[src/rtl/fetch_unit_pkg.sv]
// Shared decoder/fetch definitions: branch-kind codes, fetch FSM states, and the taken rule.
package fetch_unit_pkg;

    localparam int unsigned LUT_W_DEFAULT = 4;

    typedef enum logic [1:0] {
        BR_NONE     = 2'b00,
        BR_IF_COND  = 2'b01,
        BR_IF_NCOND = 2'b10,
        BR_ALWAYS   = 2'b11
    } branch_e;

    typedef enum logic [1:0] {
        ST_IDLE = 2'b00,
        ST_RUN  = 2'b01,
        ST_DONE = 2'b10
    } fetch_state_e;

    function automatic logic branch_taken(input logic [1:0] kind, input logic cond);
        logic taken;
        case (branch_e'(kind))
            BR_ALWAYS:   taken = 1'b1;
            BR_IF_COND:  taken = cond;
            BR_IF_NCOND: taken = ~cond;
            default:     taken = 1'b0;
        endcase
        return taken;
    endfunction

endpackage

[src/rtl/fetch_unit_branch_lut.sv]
// Branch-target table: label number from the assembler to absolute ROM address.
module branch_lut
    import fetch_unit_pkg::*;
#(
    parameter int unsigned PC_W  = 10,
    parameter int unsigned LUT_W = LUT_W_DEFAULT
) (
    input  logic [LUT_W-1:0] idx,
    output logic [PC_W-1:0]  addr
);

    // Entries wider than PC_W are truncated to the ROM address space.
    always_comb begin
        addr = '0;
        case (idx)
            LUT_W'(0):  addr = PC_W'(0);
            LUT_W'(1):  addr = PC_W'(20);
            LUT_W'(2):  addr = PC_W'(40);
            LUT_W'(3):  addr = PC_W'(8);
            LUT_W'(4):  addr = PC_W'(14);
            LUT_W'(5):  addr = PC_W'(3);
            LUT_W'(6):  addr = PC_W'(100);
            LUT_W'(7):  addr = PC_W'(1023);
            LUT_W'(8):  addr = PC_W'(512);
            LUT_W'(9):  addr = PC_W'(5);
            LUT_W'(10): addr = PC_W'(17);
            LUT_W'(11): addr = PC_W'(1);
            LUT_W'(12): addr = PC_W'(200);
            LUT_W'(13): addr = PC_W'(300);
            LUT_W'(14): addr = PC_W'(7);
            LUT_W'(15): addr = PC_W'(1000);
            default:    addr = '0;
        endcase
    end

endmodule

[src/rtl/fetch_unit.sv]
// Instruction fetch sequencer: PC register plus IDLE/RUN/DONE control.
//   state   | meaning
//   IDLE    | waiting for start, pc=0
//   RUN     | fetching, pc advances unless stalled
//   DONE    | PROG_END fetched, pc frozen, done held until start
module fetch_unit
    import fetch_unit_pkg::*;
#(
    parameter int unsigned PC_W     = 10,
    parameter int unsigned PROG_END = 1023,
    parameter int unsigned LUT_W    = LUT_W_DEFAULT
) (
    input  logic             clk,
    input  logic             rst_n,
    input  logic             start,
    input  logic             stall,
    input  logic [1:0]       Branch,
    input  logic [LUT_W-1:0] targetLUT,
    input  logic             cond,
    output logic [PC_W-1:0]  pc,
    output logic             fetch_en,
    output logic             done
);

    localparam logic [PC_W-1:0] END_PC = PC_W'(PROG_END);

    fetch_state_e    state;
    logic [PC_W-1:0] target;
    logic [PC_W-1:0] next_pc;

    branch_lut #(.PC_W(PC_W), .LUT_W(LUT_W)) u_lut (
        .idx  (targetLUT),
        .addr (target)
    );

    always_comb begin
        next_pc = pc + PC_W'(1);
        if (branch_taken(Branch, cond)) next_pc = target;
    end

    always_ff @(posedge clk or negedge rst_n) begin
        if (!rst_n) begin
            state <= ST_IDLE;
            pc    <= '0;
        end else begin
            case (state)
                ST_IDLE, ST_DONE: begin
                    if (start) begin
                        state <= ST_RUN;
                        pc    <= '0;
                    end
                end
                ST_RUN: begin
                    // The last instruction's branch is dropped; pc parks at PROG_END.
                    if (!stall) begin
                        if (pc == END_PC) state <= ST_DONE;
                        else              pc    <= next_pc;
                    end
                end
                default: begin
                    state <= ST_IDLE;
                    pc    <= '0;
                end
            endcase
        end
    end

    assign fetch_en = (state == ST_RUN);
    assign done     = (state == ST_DONE);

endmodule

[config.mk]
export PLATFORM = sky130hd
export DESIGN_NAME = fetch_unit
export DESIGN_NICKNAME = d
export VERILOG_FILES = /design/src/rtl/fetch_unit_pkg.sv /design/src/rtl/fetch_unit_branch_lut.sv /design/src/rtl/fetch_unit.sv
export SDC_FILE = /design/constraint.sdc
export NUM_CORES = 1
export LEC_CHECK = 0
export CORE_AREA = 2 2 49 51
export CTS_BUF_LIST = sky130_fd_sc_hd__clkbuf_8
export DETAILED_ROUTE_END_ITERATION = 10
export DIE_AREA = 0 0 51 53
export GPL_TIMING_DRIVEN = 0
export PLACE_DENSITY = 0.92
export SETUP_SLACK_MARGIN = 0.5
export SLEW_MARGIN = 20
export SYNTH_ARGS = -nofsm -noshare
export SYNTH_HDL_FRONTEND = slang
export SYNTH_SLANG_ARGS = --single-unit
[constraint.sdc]
create_clock -name clk -period 5.6 [get_ports clk]
set_clock_uncertainty 0.2 [all_clocks]
set_input_delay 0.56 -clock clk [delete_from_list [all_inputs] [get_ports clk]]
set_output_delay 0.56 -clock clk [all_outputs]
set_load 0.02 [all_outputs]
==> results of run 1 <==
-- layer usage --
layer  GRT usage  vias up  part of all wire  routed length, um
met4      0.0811        0             0.016                 48
met3      0.0254        7             0.044                130
met2       0.452       41              0.53               1570
met1       0.288      547              0.41               1220
met5           0        -                 0                  0
li1            -      518                 -                  -
-- power breakdown --
part / switching (mW) / internal, mW / total (mW) / leakage, nW
Combinational: 0.0604 / 0.0579 / 0.118 / 0.402
Clock: 0.0345 / 0.0622 / 0.0967 / 0.0288
Sequential: 0.0208 / 0.0994 / 0.120 / 0.153
Total: 0.116 / 0.219 / 0.335 / 0.584
-- through the flow --
step           power [mW]  instances   util  hold slack [ps]
2_1_floorplan       0.185        123      -             64.4
3_3_place_gp        0.233        172  0.635              301
3_5_place_dp        0.237        172  0.635              314
4_1_cts             0.335        176  0.661              321
5_1_grt             0.351        176  0.661              355
6_report            0.335        176  0.661              323
-- synth_stat cells, drive strengths merged --
cell and instances:
o22ai 1, o221ai 4, buf 7, nor3 1, nor3b 2, a32o 3, a211oi 1, o211ai 1
a31o 2, nor2b 2, a31oi 2, or3 1, nand2b 3, o21ai 8, o21a 1, nand2 9
nand3b 4, nand4 2, xor2 1, a311oi 1, a2bb2oi 1, mux2i 3, and4 3, o2111a 1
and3 2, clkbuf 1, or4 1, nor2 5, ha 7, and2 1, or2 1, mux2 3
dfrtp 12, a22o 5, nor4 1, a21oi 5, inv 8, a221o 3, and4b 1, nand3 3
-- cell families after synthesis --
group                      Yosys count
AOI/OAI and AO/OA                   39
xor gates and xnor gates             1
adders and majority gates            7
muxes                                6
and+or+nand+nor                     42
DFF                                 12
buffers and inverters               16
-- area by class of cell --
cell class              count  area [um2]
plain buffers               8        51.3
well taps                  28        35.0
flip-flops and latches     12         300
fillers                   169         728
clock buffers               4        55.1
inverters                   8        30.0
repair buffers             21         210
multi-input cells          95         738
-- worst max-delay path by stage --
stage / endpoint / depth (start not counted) / from
final: pc[7] / 7 / targetLUT[0]
after floorplan: pc[7] / 6 / pc[0]
after global placement: pc[7] / 7 / targetLUT[0]
after detailed placement: pc[7] / 7 / targetLUT[0]
after CTS: pc[7] / 7 / targetLUT[0]
after global routing: pc[7] / 7 / targetLUT[0]
-- registers in the layout, indices dropped and copies added, names as in the netlist --
register / flops
pc: 10
state: 2
-- worst max-delay path, cell delays in order --
cell	delay, ps
clkdlybuf4s50_1	640
inv_1	140
ha_1	330
nand2b_1	160
o21ai_0	100
a31o_2	240
a221o_1	280
==> qor_table.md, run 1 <==
| Item | Reported |
|---|---|
| Initial core utilization | 0.521 |
| Post-cts gate resize count | 0 |
| Leakage power | 0.584 nW |
| Vert. Die Dim | 53 um |
| Post-synth top area share | 0.268 |
| Startpoint of the worst hold path | state[0] |
| Maximum fanout along the worst path | 8 |
| Post-route standard cell area excluding fillers | 1420 um2 |
| Count of routing violations after the opening detailed-route iteration | 24 |
| Maximum achievable frequency | 398 MHz |
| Cells after synthesis | 123 |
| RSZ-0062 raised after global routing | no |
| R2r startpoint | pc[0] |
| Critical path data required time | 5530 ps |
| Maximum number of pins on one net before global-route repair | 13 |
| Basic-gate share of the synthesized area counting and, or, nand and nor cells | 0.221 |
| Number of rows created at floorplan | 17 |
| Most used cells in the layout excluding fill and tap cells | 21 x clkdlybuf4s50_1, 12 x dfrtp_1, 9 x nand2_1, 8 x inv_1 |
| TNS Setup | 0 ps |
| Flop2flop setup slack | 3530 ps |
| Clock slew at reported path FFs | 60 ps |
| First-pass iteration count of the detailed router | 5 |
| Final GP Congestion | 0.847 |
| Net count after synthesis | 141 |
| Largest family of logic cells by synthesized area | compound AO/OA/AOI/OAI gates |
| Actual slew at the worst max-slew pin | 597 ps |
| CTS root buf | clkbuf_8 |
| Xor/xnor share of the synthesized area | 0.00782 |
| Number of I/O pins | 23 |
| Register-to-Register Path Depth | 6 |
| Compound-cell area share of the yosys netlist | 0.295 |
| Reg-to-reg critical path endpoint | pc[7] |
| Half-perimeter wire length after detailed placement | 2.18 mm |
| Number of port buffers | 21 |
| Final layout net count | 167 |
| Cell taking the most area after synthesis | dfrtp_1 |
| Worst Setup Slack, final | 3090 ps |
| First-pass GRT wire length | 4.88 mm |
| Worst Hold Path Cells | 1 |
| Maximum number of buffers from clock root to sink | 2 |
| Area contributors post-synth | dfrtp_1 27%, ha_1 7.8%, a22o_1 3.1% |
| Number of distinct library cells after synthesis | 47 |
| Insertion delay to the later sink of the worst-skew pair | 250 ps |
| Area grow syn2layout | 26.8% |
| Antenna violations before repair | 0 |
| Detailed-route vias per instance | 6.32 |
| Pre-CTS WS | 2850 ps |
| Most common cell after layout, fill and taps aside | clkdlybuf4s50_1 |
| H-tree depth | 1 |
| Portion of netlist area occupied by mux cells | 0.0570 |
| Sort of element at the start of the critical path | primary input |
| Hold crit path type | reg -> reg |
| Number of remaining DRC errors | 0 |
| Share of the yosys chip area belonging to registers | 0.268 |
| Sink of the worst hold path | state[0] |
| Core box area | 2150 um2 |
| Count of vias placed by the detailed router | 1113 |
| Antenna diodes | 0 |
| Number of endpoints with negative hold slack in the final report | 0 |
| Cell area after synthesis | 1120 um2 |
| Routed length per instance | 16.8 um |
| Final max-slew violation count | 0 |
| Final critical delay including setup and external delays | 2510 ps |
| Final global-route overflow total | 0 |
| Fraction of final layout cells sized beyond drive strength 1 | 0.176 |
| Post-CTS setup-driven buffer insertion count | 0 |
| Global-route usage over all layers | 0.243 |
| Final setup viols | 0 |
| Warnings from Yosys | 0 |
| Post-Route WL | 2.96 mm |
| Critical path endpoint category | flop |
| Num Clock Sinks | 12 |
| Fraction of the mapped netlist area in adder cells | 0.0782 |
| Number of clock buffers inserted by TritonCTS | 3 |
| Die outline area | 2700 um2 |
| Result of the run | finished, final reports clean |
| Final cycle utilization of the critical path | 0.449 |
| WS Path Type | in -> reg |
| Synthesized flop and latch total | 12 |
| Total of max-cap violations | 0 |
| Post-detailed-placement cell area | 1370 um2 |
| Final ANT Viol Nets | 0 |
| Number of buffers added to fix hold violations after cts | 0 |
| TritonCTS clock tree | yes |
| Syn Area/Cell | 9.10 um2 |
| Pwr per Cell Area | 236 nW/um2 |
| Maximum VDD drop | 0.150 mV |
| Data arrival time at the worst-slack endpoint | 2450 ps |
| Horizontal die dimension | 51 um |
| Number of global-route vias before repair | 1042 |
| Slew Limit Headroom | 0.600 |
Power figures use the tool's default switching activity.
==> inputs of run 2 (changes only) <==
clock period = 2.4 ns   (was 5.6 ns; I/O delays follow)
==> qor_table.md, run 2 (same netlist as run 1, synthesis figures left out) <==
| Item | Reported |
|---|---|
| Result of the run | finished, final reports clean |
| Detailed-route vias per instance | 6.18 |
| Area grow syn2layout | 37.7% |
| Final global-route overflow total | 0 |
| Number of endpoints with negative hold slack in the final report | 0 |
| Antenna violations before repair | 0 |
| Most used cells in the layout excluding fill and tap cells | 16 x clkdlybuf4s50_1, 9 x nand2_1, 9 x dfrtp_1, 8 x inv_1, 8 x buf_4 |
| Highest-utilization routing layer at the global route stage | met2 |
| Met3 global-route usage | 0.0141 |
| Insertion delay to the later sink of the worst-skew pair | 250 ps |
| Slowest stage delay, CP | 540 ps |
| Actual slew at the worst max-slew pin | 580 ps |
| Final setup viols | 0 |
| TNS Setup | 0 ps |
| Post-Route WL | 3.04 mm |
| Most frequent cell on the critical path | buf_4 |
| Register name with the most flops | pc |
| Maximum number of pins on one net before global-route repair | 13 |
| Data arrival time at the worst-slack endpoint | 1480 ps |
| Number of remaining DRC errors | 0 |
| Number of clock buffers inserted by TritonCTS | 3 |
| Final ANT Viol Nets | 0 |
| Maximum achievable frequency | 520 MHz |
| Fraction of power spent switching nets | 0.347 |
| Final cycle utilization of the critical path | 0.801 |
| Register cell area after layout | 304 um2 |
| First-pass GRT wire length | 4.89 mm |
| Antenna diodes | 0 |
| Pwr per Cell Area | 536 nW/um2 |
| First-pass iteration count of the detailed router | 4 |
| Total power after layout | 827 uW |
| Critical-path cell list | buf_4, buf_4, clkdlybuf4s50_1 |
| Combinational power share | 0.384 |
| Core box area | 2150 um2 |
| Final GP Congestion | 0.869 |
| Global Route met1 Usage | 0.280 |
| Buffers & Inverters on Critical Path | 3 |
| TritonCTS clock tree | yes |
| Maximum fanout along the worst path | 4 |
| Part of the power in registers | 0.341 |
| Number of rows created at floorplan | 17 |
| Global-route usage over all layers | 0.238 |
| Number of global-route vias before repair | 1118 |
| Most common cell after layout, fill and taps aside | clkdlybuf4s50_1 |
| Horizontal die dimension | 51 um |
| Met2 Use GR | 0.439 |
| Top Family by Delay on Critical Path | buffers and inverters |
| Fraction of final layout cells sized beyond drive strength 1 | 0.268 |
| Initial core utilization | 0.521 |
| WS Path Type | reg -> out |
| Total of max-cap violations | 0 |
| Clock slew at reported path FFs | 60 ps |
| Half-perimeter wire length after detailed placement | 2.11 mm |
| Internal cell power | 539 uW |
| Slowest cell on the critical path | clkdlybuf4s50_1 |
| Post-route standard cell area excluding fillers | 1540 um2 |
| Critical path data required time | 1960 ps |
| Sort of element at the start of the critical path | flop |
| Count of fill cells added during filler insertion | 167 |
| H-tree depth | 1 |
| Fraction of power consumed by the clock network | 0.276 |
| Hold crit path type | in -> async |
| Final max-slew violation count | 0 |
| Count of vias placed by the detailed router | 1143 |
| RSZ-0062 raised after global routing | yes |
| Maximum number of buffers from clock root to sink | 2 |
| Vert. Die Dim | 53 um |
| Critical path endpoint category | primary output |
| Num Clock Sinks | 12 |
| Routed length per instance | 16.4 um |
| Max reg flops | 10 |
| Final critical delay including setup and external delays | 1920 ps |
| Die outline area | 2700 um2 |
| Maximum VDD drop | 0.370 mV |
| Slew Limit Headroom | 0.612 |
| CTS root buf | clkbuf_8 |
| Switching power of the nets | 287 uW |
| Registers with the highest flip-flop counts | pc x10, state x2 |
| Number of I/O pins | 23 |
| Area taken by multi-input logic gates | 783 um2 |
| Leakage power | 0.656 nW |
| Final layout net count | 176 |
| Count of routing violations after the opening detailed-route iteration | 45 |
| Number of port buffers | 21 |
| Post-detailed-placement cell area | 1390 um2 |
-- run 2: worst paths after layout --
| path | start | endpoint | slack [ps] | cells after the start |
|---|---|---|---|---|
| max | pc[0] | pc[0] | 480 | 3 |
| min in group clk | state[0] | state[0] | 330 | 1 |
| max reg2reg | pc[1] | pc[7] | 490 | 7 |
| min reg2reg | state[0] | state[0] | 330 | 1 |
| max in group asynchronous | rst_n | pc[5] | 1420 | 1 |
| min | rst_n | state[1] | 160 | 1 |
-- run 2: final cells by class --
cell class	count	area share
Sequential cell	12	0.197
Tap cell	28	0.0227
Inverter	8	0.0195
Clock buffer	4	0.0357
Buffer	8	0.0341
Timing Repair Buffer	30	0.183
Multi-Input combinational cell	95	0.508
-- run 2: stage by stage --
stage | hold WS, ps | worst slack (ps) | cells | utilization
after global placement | 301 | 40.8 | 172 | 0.646
after detailed placement | 328 | 6.76 | 172 | 0.646
after global routing | 220 | 412 | 185 | 0.718
after floorplan | -256 | 506 | 123 | -
after CTS | 189 | 483 | 182 | 0.696
final | 164 | 479 | 185 | 0.718
-- run 2: layer usage --
metal	wire length, um	vias to the layer above
met5	0	-
met4	65	0
met3	140	9
met2	1580	46
met1	1260	550
li1	-	538
-- run 2: what timing repair did --
item	4_1_cts	5_1_grt
setup buffers	6	3
cloned	0	0
hold buffers	0	0
hold endpoints to repair	0	0
gates resized for setup	6	9
pin swaps	3	3
setup endpoints to repair	8	9
-- run 2: power by group through the flow --
stage               Combinational, mW  Clock, mW  Sequential (mW)
global placement                0.271          0            0.283
floorplan                       0.130          0            0.311
finish                          0.317      0.228            0.282
global route                    0.339      0.233            0.286
detailed placement              0.278          0            0.285
CTS                             0.299      0.222            0.278
